File: config.mk
export PLATFORM = sky130hd
export DESIGN_NAME = uart_tx_arbiter
export DESIGN_NICKNAME = d
export VERILOG_FILES = /design/src/rtl/uart_pkg.sv /design/src/rtl/uart_rr_arbiter.sv /design/src/rtl/uart_tx_arbiter.sv
export SDC_FILE = /design/constraint.sdc
export NUM_CORES = 1
export LEC_CHECK = 0
export CORE_MARGIN = 5
export CORE_UTILIZATION = 50
export CTS_CLUSTER_DIAMETER = 150
export DETAILED_ROUTE_END_ITERATION = 6
export GPL_ROUTABILITY_DRIVEN = 0
export PLACE_DENSITY = 0.77
export SLEW_MARGIN = 20
export SYNTH_ARGS = -nofsm -noshare
export SYNTH_HDL_FRONTEND = slang
export SYNTH_SLANG_ARGS = --single-unit
export TNS_END_PERCENT = 20
File: constraint.sdc
create_clock -name clk_in -period 5.1 [get_ports clk_in]
set_input_delay 1.53 -clock clk_in [delete_from_list [all_inputs] [get_ports clk_in]]
set_output_delay 1.53 -clock clk_in [all_outputs]
set_load 0.01 [all_outputs]
File: src/rtl/uart_pkg.sv
// Shared definitions for the UART transmit path: FSM state encoding, frame width
// and line-level constants.
package uart_pkg;

    typedef enum logic [2:0] {
        UART_IDLE,
        UART_START,
        UART_DATA,
        UART_PARITY,
        UART_STOP
    } uart_state_t;

    localparam int   UART_DATA_BITS = 8;
    localparam logic UART_LINE_IDLE = 1'b1;
    localparam logic UART_START_BIT = 1'b0;
    localparam logic UART_STOP_BIT  = 1'b1;

    // Even parity: the parity bit makes the total count of ones even.
    function automatic logic uart_even_parity(input logic [UART_DATA_BITS-1:0] data);
        return ^data;
    endfunction

endpackage

File: src/rtl/uart_rr_arbiter.sv
// Combinational round-robin search: grants the first requester at or after ptr,
// wrapping modulo NUM_REQ. The caller owns and advances the pointer.
module uart_rr_arbiter #(
    parameter  int NUM_REQ = 4,
    localparam int IDX_W   = (NUM_REQ > 1) ? $clog2(NUM_REQ) : 1
) (
    input  logic               enable,
    input  logic [NUM_REQ-1:0] req,
    input  logic [IDX_W-1:0]   ptr,
    output logic [NUM_REQ-1:0] grant,
    output logic [IDX_W-1:0]   index,
    output logic               found
);

    localparam logic [IDX_W:0] NUM_REQ_W = (IDX_W + 1)'(NUM_REQ);

    logic [IDX_W:0] cand;

    // One extra bit on the candidate keeps the wrap correct for non-power-of-two counts.
    always_comb begin
        grant = '0;
        index = '0;
        found = 1'b0;
        cand  = '0;
        for (int i = 0; i < NUM_REQ; i++) begin
            cand = {1'b0, ptr} + (IDX_W + 1)'(i);
            if (cand >= NUM_REQ_W) begin
                cand = cand - NUM_REQ_W;
            end
            if (enable && !found && req[cand[IDX_W-1:0]]) begin
                found                     = 1'b1;
                grant[cand[IDX_W-1:0]]    = 1'b1;
                index                     = cand[IDX_W-1:0];
            end
        end
    end

endmodule

File: src/rtl/uart_tx_arbiter.sv
// Round-robin shared UART transmitter (8N1). Define UART_TX_PARITY_EN to insert
// an even-parity bit between the data bits and the stop bit.
module uart_tx_arbiter
    import uart_pkg::*;
#(
    parameter  int NUM_REQ      = 4,
    parameter  int CLKS_PER_BIT = 16,
    localparam int IDX_W        = (NUM_REQ > 1) ? $clog2(NUM_REQ) : 1
) (
    input  logic                    clk_in,
    input  logic                    rst_in,
    input  logic [NUM_REQ-1:0]      req_valid_in,
    input  logic [8*NUM_REQ-1:0]    req_data_in,
    output logic [NUM_REQ-1:0]      req_ready_out,
    output logic [IDX_W-1:0]        grant_id_out,
    output logic                    busy_out,
    output logic                    txd_out
);

    localparam int                 CNT_W         = (CLKS_PER_BIT > 2) ? $clog2(CLKS_PER_BIT) : 1;
    localparam int                 DIDX_W        = $clog2(UART_DATA_BITS);
    localparam logic [CNT_W-1:0]   BIT_LOAD      = CNT_W'(CLKS_PER_BIT - 1);
    localparam logic [IDX_W-1:0]   LAST_IDX      = IDX_W'(NUM_REQ - 1);
    localparam logic [DIDX_W-1:0]  LAST_DATA_BIT = DIDX_W'(UART_DATA_BITS - 1);

    uart_state_t                state;
    logic [CNT_W-1:0]           bit_cnt;
    logic [DIDX_W-1:0]          data_idx;
    logic [UART_DATA_BITS-1:0]  shift_reg;
    logic [IDX_W-1:0]           ptr;

    logic                       arb_enable;
    logic [NUM_REQ-1:0]         arb_grant;
    logic [IDX_W-1:0]           arb_index;
    logic                       arb_found;
    logic [UART_DATA_BITS-1:0]  req_bytes [NUM_REQ];

`ifdef UART_TX_PARITY_EN
    logic                       parity_bit;
`endif

    for (genvar g = 0; g < NUM_REQ; g++) begin : g_bytes
        assign req_bytes[g] = req_data_in[UART_DATA_BITS*g +: UART_DATA_BITS];
    end

    // Ready must coincide with the cycle the byte is latched, so it is decoded
    // from the registered IDLE state; holding reset suppresses it entirely.
    assign arb_enable    = (state == UART_IDLE) && !rst_in;
    assign req_ready_out = arb_grant;

    uart_rr_arbiter #(
        .NUM_REQ (NUM_REQ)
    ) u_arb (
        .enable (arb_enable),
        .req    (req_valid_in),
        .ptr    (ptr),
        .grant  (arb_grant),
        .index  (arb_index),
        .found  (arb_found)
    );

    always_ff @(posedge clk_in or posedge rst_in) begin
        if (rst_in) begin
            state        <= UART_IDLE;
            bit_cnt      <= '0;
            data_idx     <= '0;
            shift_reg    <= '0;
            ptr          <= '0;
            grant_id_out <= '0;
            busy_out     <= 1'b0;
            txd_out      <= UART_LINE_IDLE;
`ifdef UART_TX_PARITY_EN
            parity_bit   <= 1'b0;
`endif
        end else begin
            case (state)
                UART_IDLE: begin
                    txd_out  <= UART_LINE_IDLE;
                    busy_out <= 1'b0;
                    bit_cnt  <= '0;
                    if (arb_found) begin
                        state        <= UART_START;
                        bit_cnt      <= BIT_LOAD;
                        shift_reg    <= req_bytes[arb_index];
                        grant_id_out <= arb_index;
                        ptr          <= (arb_index == LAST_IDX) ? '0 : arb_index + IDX_W'(1);
                        txd_out      <= UART_START_BIT;
                        busy_out     <= 1'b1;
`ifdef UART_TX_PARITY_EN
                        parity_bit   <= uart_even_parity(req_bytes[arb_index]);
`endif
                    end
                end

                UART_START: begin
                    if (bit_cnt == '0) begin
                        state    <= UART_DATA;
                        bit_cnt  <= BIT_LOAD;
                        data_idx <= '0;
                        txd_out  <= shift_reg[0];
                    end else begin
                        bit_cnt <= bit_cnt - CNT_W'(1);
                    end
                end

                // The line always shows shift_reg[0]; the next bit is pre-read from [1].
                UART_DATA: begin
                    if (bit_cnt == '0) begin
                        bit_cnt   <= BIT_LOAD;
                        shift_reg <= shift_reg >> 1;
                        if (data_idx == LAST_DATA_BIT) begin
`ifdef UART_TX_PARITY_EN
                            state   <= UART_PARITY;
                            txd_out <= parity_bit;
`else
                            state   <= UART_STOP;
                            txd_out <= UART_STOP_BIT;
`endif
                        end else begin
                            data_idx <= data_idx + DIDX_W'(1);
                            txd_out  <= shift_reg[1];
                        end
                    end else begin
                        bit_cnt <= bit_cnt - CNT_W'(1);
                    end
                end

`ifdef UART_TX_PARITY_EN
                UART_PARITY: begin
                    if (bit_cnt == '0) begin
                        state   <= UART_STOP;
                        bit_cnt <= BIT_LOAD;
                        txd_out <= UART_STOP_BIT;
                    end else begin
                        bit_cnt <= bit_cnt - CNT_W'(1);
                    end
                end
`endif

                UART_STOP: begin
                    if (bit_cnt == '0) begin
                        state    <= UART_IDLE;
                        busy_out <= 1'b0;
                        txd_out  <= UART_LINE_IDLE;
                    end else begin
                        bit_cnt <= bit_cnt - CNT_W'(1);
                    end
                end

                default: begin
                    state    <= UART_IDLE;
                    bit_cnt  <= '0;
                    busy_out <= 1'b0;
                    txd_out  <= UART_LINE_IDLE;
                end
            endcase
        end
    end

endmodule

==> impl_metrics.sql, run 1 <==
INSERT INTO impl_metrics (metric_group, metric, value, unit) VALUES
('logic_synthesis', 'ys_types', '56', ''),
('setup_path', 'criticalPathCategory', 'primary input to primary output', ''),
('pwr', 'highest_ir_drop_seen_on_vdd', '0.180', 'mV'),
('setup_path', 'timing.critical_path.required', '3.57', 'ns'),
('clock_network', 'cts_made_buffers', '3', ''),
('pwr', 'final_total_power', '0.487', 'mW'),
('logic_synthesis', 'yosys_synthesis_warning_count', '0', ''),
('floorplanning', 'die_x', '73.5', 'µm'),
('setup_path', 'critical_path.endpoint_type', 'primary output', ''),
('clock_network', 'tritoncts', 'yes', ''),
('drt', 'routed-wl-met2', '2.52', 'mm'),
('floorplanning', 'row_count', '23', ''),
('job', 'drv_cap', '0', ''),
('timing', 'fin_crit', '4.98', 'ns'),
('grt', 'grt_pass1_vias', '1920', ''),
('setup_path', 'timing.critical_path.slowest_stage_cell', 'sky130_fd_sc_hd__mux4_2', ''),
('setup_path', 'critical_path_buf_inv_count', '3', ''),
('clock_network', 'cts.sinks', '24', ''),
('setup_path', 'path_max_fanout', '4', ''),
('timing', 'report.final.slew_viol_count', '0', ''),
('setup_path', 'crit_path_max_incr_delay', '0.50', 'ns'),
('timing', 'finalSetupViolations', '0', ''),
('timing', 'worst_max_slew_margin_expressed_relative_to_the_limit', '0.570', ''),
('place', 'dp_hpwl', '3.75', 'mm'),
('clock_network', 'worst_skew_pair.late_latency', '0.27', 'ns'),
('grt', 'grt_pass1_wl', '8.40', 'mm'),
('place', 'detailed_place.area', '2610', 'µm²'),
('drt', 'initialDrtViolationCount', '105', ''),
('logic_synthesis', 'postSynthNetCount', '277', ''),
('timing', 'fmax', '201', 'MHz'),
('floorplanning', 'die_h', '73.5', 'µm'),
('floorplanning', 'initial_utilization', '0.511', ''),
('grt', 'grt_antenna_before_repair', '0', ''),
('floorplanning', 'design.die.area', '5400', 'µm²'),
('drt', 'route.detailed.wl_per_inst', '14.9', 'µm'),
('timing', 'holdWs', '0.498', 'ns'),
('clock_network', 'number_of_hold_buffers_added_after_cts', '0', ''),
('clock_network', 'clock_tree.buffer_depth', '2', ''),
('setup_path', 'path_cells', 'clkdlybuf4s50_1 > mux4_2 > nand2b_4 > nor4_2 > buf_4 > a22oi_1 > o21ai_0 > clkdlybuf4s15_1', ''),
('logic_synthesis', 'post_synth.cell_area_avg', '8.73', 'µm²'),
('floorplanning', 'ioPinCount', '46', ''),
('logic_synthesis', 'mappedNetlistArea', '2020', 'µm²'),
('timing', 'fin_tns_setup', '0', 'ns'),
('final_layout', 'largest_register_ff_count', '8', ''),
('drt', 'met1Wirelength', '2.13', 'mm'),
('logic_synthesis', 'synth_cells', '231', ''),
('setup_path', 'critPathArrivalTime', '3.45', 'ns'),
('timing', 'timing_worst_slew_pin_value', '0.645', 'ns'),
('clock_network', 'htreeDepth', '1', ''),
('logic_synthesis', 'dominantRegCellSynth', 'sky130_fd_sc_hd__dfrtp_1', ''),
('clock_network', 'post-cts-setup-buffer-count', '0', ''),
('logic_synthesis', 'synth_sequential_area_ratio', '0.299', ''),
('timing', 'fin_skew', '0.0103', 'ns'),
('setup_path', 'worstSetupStartpointType', 'primary input', ''),
('setup_path', 'path_delay_family', 'buffers and inverters', ''),
('clock_network', 'ctsRootBufferMaster', 'sky130_fd_sc_hd__clkbuf_8', ''),
('drt', 'drt_drc', '0', ''),
('logic_synthesis', 'synth_seq_cells', '24', ''),
('drt', 'top_signal_layer_used', 'met4', ''),
('place', 'pre_cts_slack', '-0.244', 'ns'),
('drt', 'detailroute.wirelength.met3', '304', 'µm'),
('final_layout', 'final_cell_area', '2700', 'µm²'),
('drt', 'drt-pass1-iter-count', '4', ''),
('timing', 'min_period_over_period', '0.976', ''),
('floorplanning', 'core_region_area', '3940', 'µm²'),
('pwr', 'p_leak', '1.21', 'nW'),
('logic_synthesis', 'synth_enable_flop_cells', '0', ''),
('pwr', 'power.density_cell_area', '180', 'nW/µm²'),
('final_layout', 'synthToLayoutAreaGrowth', '34.1', '%'),
('final_layout', 'layout_cell_share_with_drive_strength_beyond_1', '0.155', ''),
('outcome', 'run_status', 'complete, no violations', '');
==> worst paths after layout <==
kind	start	endpoint	slack, ns	cells after the start
hold reg to reg	grant_id_out[1]	grant_id_out[1]	0.50	2
min in group asynchronous	rst_in	ptr[0]	1.66	3
max in group asynchronous	rst_in	txd_out	3.14	3
setup / recovery	req_valid_in[1]	req_ready_out[1]	0.12	8
hold / removal	grant_id_out[1]	grant_id_out[1]	0.50	2
setup reg to reg	ptr[1]	ptr[1]	1.81	9
==> timing repair <==
| action | CTS | global route |
|---|---|---|
| pin swaps | 0 | 0 |
| setup endpoints to repair | 4 | 4 |
| endpoints found under the hold margin | 0 | 0 |
| resized for setup | 4 | 11 |
==> final cells by class <==
class,instances,area [µm²]
sequential,24,602
clock inverter,1,30.0
fill,332,1240
clock buffer,3,41.3
multi-input combinational,177,1320
tap,50,62.6
timing repair buffer,65,599
inverter,14,52.6
==> worst reg2reg max path: cells and delay by family, from the launching register on <==
family,cells,cell delay (ns)
AO/OA/AOI/OAI,2,0.56
adder cells (fa/ha/maj),2,0.76
buffers and inverters,2,0.33
flip-flops,1,0.54
multiplexers,2,0.87
AND/OR/NAND/NOR,1,0.14
==> layout by cell type, fill, tap and decap left out, types with 7 or more instances in the layout <==
cell,Yosys,routed
sky130_fd_sc_hd__a21oi_1,12,12
sky130_fd_sc_hd__a22oi_1,8,7
sky130_fd_sc_hd__a31oi_1,7,7
sky130_fd_sc_hd__buf_4,1,20
sky130_fd_sc_hd__clkdlybuf4s50_1,0,39
sky130_fd_sc_hd__dfrtp_1,23,23
sky130_fd_sc_hd__ha_1,8,8
sky130_fd_sc_hd__inv_1,14,14
sky130_fd_sc_hd__nand2_1,17,17
sky130_fd_sc_hd__nand3_1,7,7
sky130_fd_sc_hd__nor2_1,13,13
sky130_fd_sc_hd__nor3b_1,8,8
sky130_fd_sc_hd__o21ai_0,18,18
==> power by group <==
group          internal, mW  switching, mW  total, mW
registers             0.193        0.00225      0.195
logic                0.0657         0.0579      0.124
clock network         0.105         0.0638      0.169
total                 0.363          0.124      0.487
==> logic make-up after synthesis <==
family | Yosys count | synth area share
and+or+nand+nor | 72 | 0.198
adders and majority gates | 8 | 0.0497
muxes | 14 | 0.0931
buffers and inverters | 30 | 0.0652
AOI/OAI and AO/OA | 80 | 0.282
xor gates and xnor gates | 3 | 0.0130
DFF | 24 | 0.299
==> through the flow <==
stage,util,std cells
global route,0.686,334
global placement,0.662,330
finish,0.686,334
detailed placement,0.662,330
floorplan,-,231
CTS,0.679,334
==> synth_stat cells, types with 2 or more instances <==
cell type / n / area (µm²)
sky130_fd_sc_hd__a2111oi_0: 5 / 43.8
sky130_fd_sc_hd__a211oi_1: 2 / 15.0
sky130_fd_sc_hd__a21o_1: 4 / 30.0
sky130_fd_sc_hd__a21oi_1: 12 / 60.1
sky130_fd_sc_hd__a221oi_1: 5 / 43.8
sky130_fd_sc_hd__a22o_1: 2 / 17.5
sky130_fd_sc_hd__a22oi_1: 8 / 60.1
sky130_fd_sc_hd__a31oi_1: 7 / 43.8
sky130_fd_sc_hd__and3_1: 2 / 12.5
sky130_fd_sc_hd__buf_2: 5 / 25.0
sky130_fd_sc_hd__clkbuf_1: 7 / 26.3
sky130_fd_sc_hd__dfrtp_1: 23 / 576
sky130_fd_sc_hd__ha_1: 8 / 100
sky130_fd_sc_hd__inv_1: 14 / 52.6
sky130_fd_sc_hd__mux2_2: 5 / 56.3
sky130_fd_sc_hd__mux2i_1: 5 / 50.1
sky130_fd_sc_hd__mux4_2: 3 / 67.6
sky130_fd_sc_hd__nand2_1: 17 / 63.8
sky130_fd_sc_hd__nand2b_1: 3 / 18.8
sky130_fd_sc_hd__nand3_1: 7 / 35.0
sky130_fd_sc_hd__nand3b_1: 6 / 45.0
sky130_fd_sc_hd__nor2_1: 13 / 48.8
sky130_fd_sc_hd__nor2b_1: 4 / 25.0
sky130_fd_sc_hd__nor3_1: 4 / 20.0
sky130_fd_sc_hd__nor3b_1: 8 / 60.1
sky130_fd_sc_hd__nor4b_1: 2 / 17.5
sky130_fd_sc_hd__nor4bb_1: 2 / 20.0
sky130_fd_sc_hd__o21ai_0: 18 / 90.1
sky130_fd_sc_hd__o31ai_1: 2 / 15.0
sky130_fd_sc_hd__xor2_1: 2 / 17.5
==> layer usage <==
layer,up-vias,global-route usage
li1,980,-
met2,54,0.344
met1,935,0.241
met4,0,0.0443
met5,-,0
met3,4,0.0465
Note: power is estimated with default switching activity, not from simulation.
==> run 2: changes to the inputs <==
Settings changed: PLACE_DENSITY 0.77 to 0.76, SYNTH_HIERARCHICAL set to 1.
==> run 2 against run 1 <==
Net effect: fmax decreased by 1.2%; total power increased to 2.8 times the previous value; utilization decreased by 1.8 points; worst hold slack got worse by 0.017 ns; area after synthesis increased by 4.0%; synthesized cell count decreased by 10%; first-iteration DRC count increased by 9.5%; flip-flop and latch count unchanged; register-to-register slack got worse by 0.11 ns; final area decreased by 0.46%; final cell count decreased by 7.8%; critical path depth decreased by 2.
==> impl_metrics.sql, run 2 <==
INSERT INTO impl_metrics (metric_group, metric, value, unit) VALUES
('outcome', 'run_status', 'complete, no violations', ''),
('pwr', 'power.density_cell_area', '514', 'nW/µm²'),
('logic_synthesis', 'synth_cells', '207', ''),
('setup_path', 'path_max_fanout', '5', ''),
('clock_network', 'clock_tree.buffer_depth', '2', ''),
('logic_synthesis', 'post-synth-top-count-cell', 'sky130_fd_sc_hd__dfrtp_1', ''),
('grt', 'grt_remaining_overflow', '0', ''),
('timing', 'fin_crit', '5.04', 'ns'),
('grt', 'largest_net_degree_at_the_start_of_global_routing', '25', ''),
('logic_synthesis', 'post_synth_main_area_contributors', 'sky130_fd_sc_hd__dfrtp_1, sky130_fd_sc_hd__mux4_2, sky130_fd_sc_hd__mux2i_1', ''),
('clock_network', 'worst_skew_pair.late_latency', '0.27', 'ns'),
('final_layout', 'final_cell_area', '2690', 'µm²'),
('timing', 'min_period_over_period', '0.988', ''),
('logic_synthesis', 'post_synth.cell_area_avg', '10.1', 'µm²'),
('logic_synthesis', 'synth_top_area_frac', '0.274', ''),
('logic_synthesis', 'dominantRegCellSynth', 'sky130_fd_sc_hd__dfrtp_1', ''),
('grt', 'grt_pass1_wl', '7.83', 'mm'),
('pwr', 'final_total_power', '1.38', 'mW'),
('timing', 'timing_worst_slew_pin_value', '0.962', 'ns'),
('logic_synthesis', 'postSynthNetCount', '257', ''),
('logic_synthesis', 'synth_enable_flop_cells', '0', ''),
('clock_network', 'number_of_hold_buffers_added_after_cts', '0', ''),
('timing', 'finalSetupViolations', '0', ''),
('floorplanning', 'row_count', '23', ''),
('floorplanning', 'initial_utilization', '0.520', ''),
('pwr', 'p_leak', '1.19', 'nW'),
('final_layout', 'final_nets', '309', ''),
('final_layout', 'layout.cells.most_common_list', 'sky130_fd_sc_hd__clkdlybuf4s50_1, sky130_fd_sc_hd__dfrtp_1, sky130_fd_sc_hd__nand2_1', ''),
('logic_synthesis', 'mappedNetlistArea', '2100', 'µm²'),
('floorplanning', 'core_region_area', '4030', 'µm²'),
('timing', 'setup_repair_after_global_routing_missed_its_margin', 'true', ''),
('min_path', 'min-delay-path-class', 'register to register', ''),
('grt', 'grt_antenna_before_repair', '0', ''),
('logic_synthesis', 'synth_seq_cells', '24', ''),
('place', 'dp_hpwl', '3.56', 'mm'),
('drt', 'via_per_inst', '5.80', ''),
('floorplanning', 'die_x', '74.8', 'µm'),
('logic_synthesis', 'synth_area_leader_cell', 'sky130_fd_sc_hd__dfrtp_1', ''),
('floorplanning', 'ioPinCount', '46', ''),
('clock_network', 'cts_made_buffers', '3', ''),
('timing', 'fin_tns_setup', '0', 'ns'),
('setup_path', 'critical_path.endpoint_type', 'primary output', ''),
('timing', 'report.final.slew_viol_count', '0', ''),
('timing', 'fmax', '198', 'MHz'),
('timing', 'final_hold_vio_count', '0', ''),
('pwr', 'highest_ir_drop_seen_on_vdd', '0.255', 'mV'),
('floorplanning', 'die_h', '74.8', 'µm'),
('setup_path', 'timing.critical_path.required', '3.57', 'ns'),
('drt', 'routed_wirelength', '4.64', 'mm'),
('drt', 'drtAntennaViolNets', '0', ''),
('setup_path', 'critPathArrivalTime', '3.51', 'ns'),
('clock_network', 'cts.sinks', '24', ''),
('final_layout', 'antenna_cells', '0', ''),
('drt', 'drt_drc', '0', ''),
('clock_network', 'htreeDepth', '1', ''),
('drt', 'route.detailed.wl_per_inst', '15.1', 'µm'),
('grt', 'grt_pass1_vias', '1742', ''),
('final_layout', 'layout_cell_share_with_drive_strength_beyond_1', '0.155', ''),
('drt', 'drt-pass1-iter-count', '4', ''),
('final_layout', 'synthToLayoutAreaGrowth', '28.3', '%'),
('job', 'drv_cap', '0', ''),
('timing', 'holdWs', '0.481', 'ns'),
('final_layout', 'largest_register_ff_count', '8', ''),
('logic_synthesis', 'synth_sequential_area_ratio', '0.287', ''),
('place', 'numPortBuffers', '45', ''),
('floorplanning', 'design.die.area', '5590', 'µm²'),
('timing', 'fin_skew', '0.00876', 'ns'),
('clock_network', 'tritoncts', 'yes', ''),
('clock_network', 'ctsRootBufferMaster', 'sky130_fd_sc_hd__clkbuf_8', ''),
('place', 'detailed_place.area', '2630', 'µm²'),
('timing', 'worst_max_slew_margin_expressed_relative_to_the_limit', '0.358', ''),
('logic_synthesis', 'synth-async-reset-ratio', '1.00', ''),
('logic_synthesis', 'synthTopCellsByCount', 'sky130_fd_sc_hd__dfrtp_1, sky130_fd_sc_hd__nand2_1, sky130_fd_sc_hd__mux2i_1', ''),
('setup_path', 'worstSetupStartpointType', 'primary input', ''),
('setup_path', 'criticalPathCategory', 'primary input to primary output', ''),
('clock_network', 'cts.reportedPaths.clkPinSlew', '0.08', 'ns'),
('logic_synthesis', 'yosys_synthesis_warning_count', '6', ''),
('logic_synthesis', 'ys_types', '53', ''),
('final_layout', 'layout.filler_cells', '329', ''),
('drt', 'dr_total_vias', '1787', ''),
('final_layout', 'final_common_cell', 'sky130_fd_sc_hd__clkdlybuf4s50_1', ''),
('grt', 'globalRouteTotalUtil', '0.176', ''),
('drt', 'initialDrtViolationCount', '115', '');
## run 2: area by class of cell
type	instances	area, µm²	share of cell area
Multi-Input combinational cell	159	1370	0.509
Sequential cell	24	602	0.224
Clock buffer	4	45.0	0.0167
Tap cell	50	62.6	0.0232
Timing Repair Buffer	60	572	0.212
Inverter	11	41.3	0.0153
## run 2: power by group
part	leakage [nW]	switching, mW	total (mW)	internal, mW
Sequential	0.295	0.106	0.380	0.273
Combinational	0.872	0.425	0.887	0.462
Clock	0.0228	0.0618	0.118	0.0558
Total	1.19	0.593	1.38	0.791
## run 2: routing by layer
| layer | part of all wire | vias to the layer above | wire length, µm | global-route usage |
|---|---|---|---|---|
| li1 | - | 863 | - | - |
| met1 | 0.44 | 873 | 2050 | 0.237 |
| met2 | 0.50 | 49 | 2300 | 0.304 |
| met3 | 0.055 | 2 | 256 | 0.0320 |
| met4 | 0.0058 | 0 | 27 | 0.0237 |
| met5 | 0 | - | 0 | 0 |
## run 2: metrics by stage
stage	worst slack (ns)	util	std cells
6_report	0.0599	0.668	308
5_1_grt	-0.113	0.668	308
4_1_cts	0.00659	0.664	308
3_5_place_dp	-0.0418	0.652	304
3_3_place_gp	0.0285	0.652	304
2_1_floorplan	0.752	-	207
## run 2: critical path, stage by stage
cell	delay [ns]
sky130_fd_sc_hd__clkdlybuf4s50_1	0.47
sky130_fd_sc_hd__mux4_2	0.51
sky130_fd_sc_hd__buf_4	0.18
sky130_fd_sc_hd__mux2i_1	0.11
sky130_fd_sc_hd__o2bb2ai_1	0.15
sky130_fd_sc_hd__clkdlybuf4s50_1	0.55
## run 2: cells by family after synthesis
kind of cell	share of synthesized area
adders and majority gates	0.0716
AOI/OAI and AO/OA	0.169
and+or+nand+nor	0.159
muxes	0.230
xor gates and xnor gates	0.0167
buffers and inverters	0.0662
DFF	0.287
## run 2: final timing paths
path                                       from               end  slack (ns)  depth (start not counted)
worst max-delay path            req_valid_in[3]  req_ready_out[2]        0.06                          6
worst min-delay path                    txd_out           txd_out        0.48                          2
worst max register to register           ptr[1]      shift_reg[2]        1.70                         11
worst min register to register          txd_out           txd_out        0.48                          2
max in group asynchronous                rst_in      shift_reg[3]        2.69                          2
min in group asynchronous                rst_in          state[2]        1.82                          2
## run 2: what timing repair did
action                     CTS  global route
setup endpoints to repair    4             4
buffers inserted             0             0
resized for setup            2             5
pin swaps                    0             0
==> run 3: changes to the inputs <==
Settings changed: HOLD_SLACK_MARGIN set to 0.06.
==> results of run 3 <==
Same layout as run 2: the final DEF is identical, and so are final timing and power.
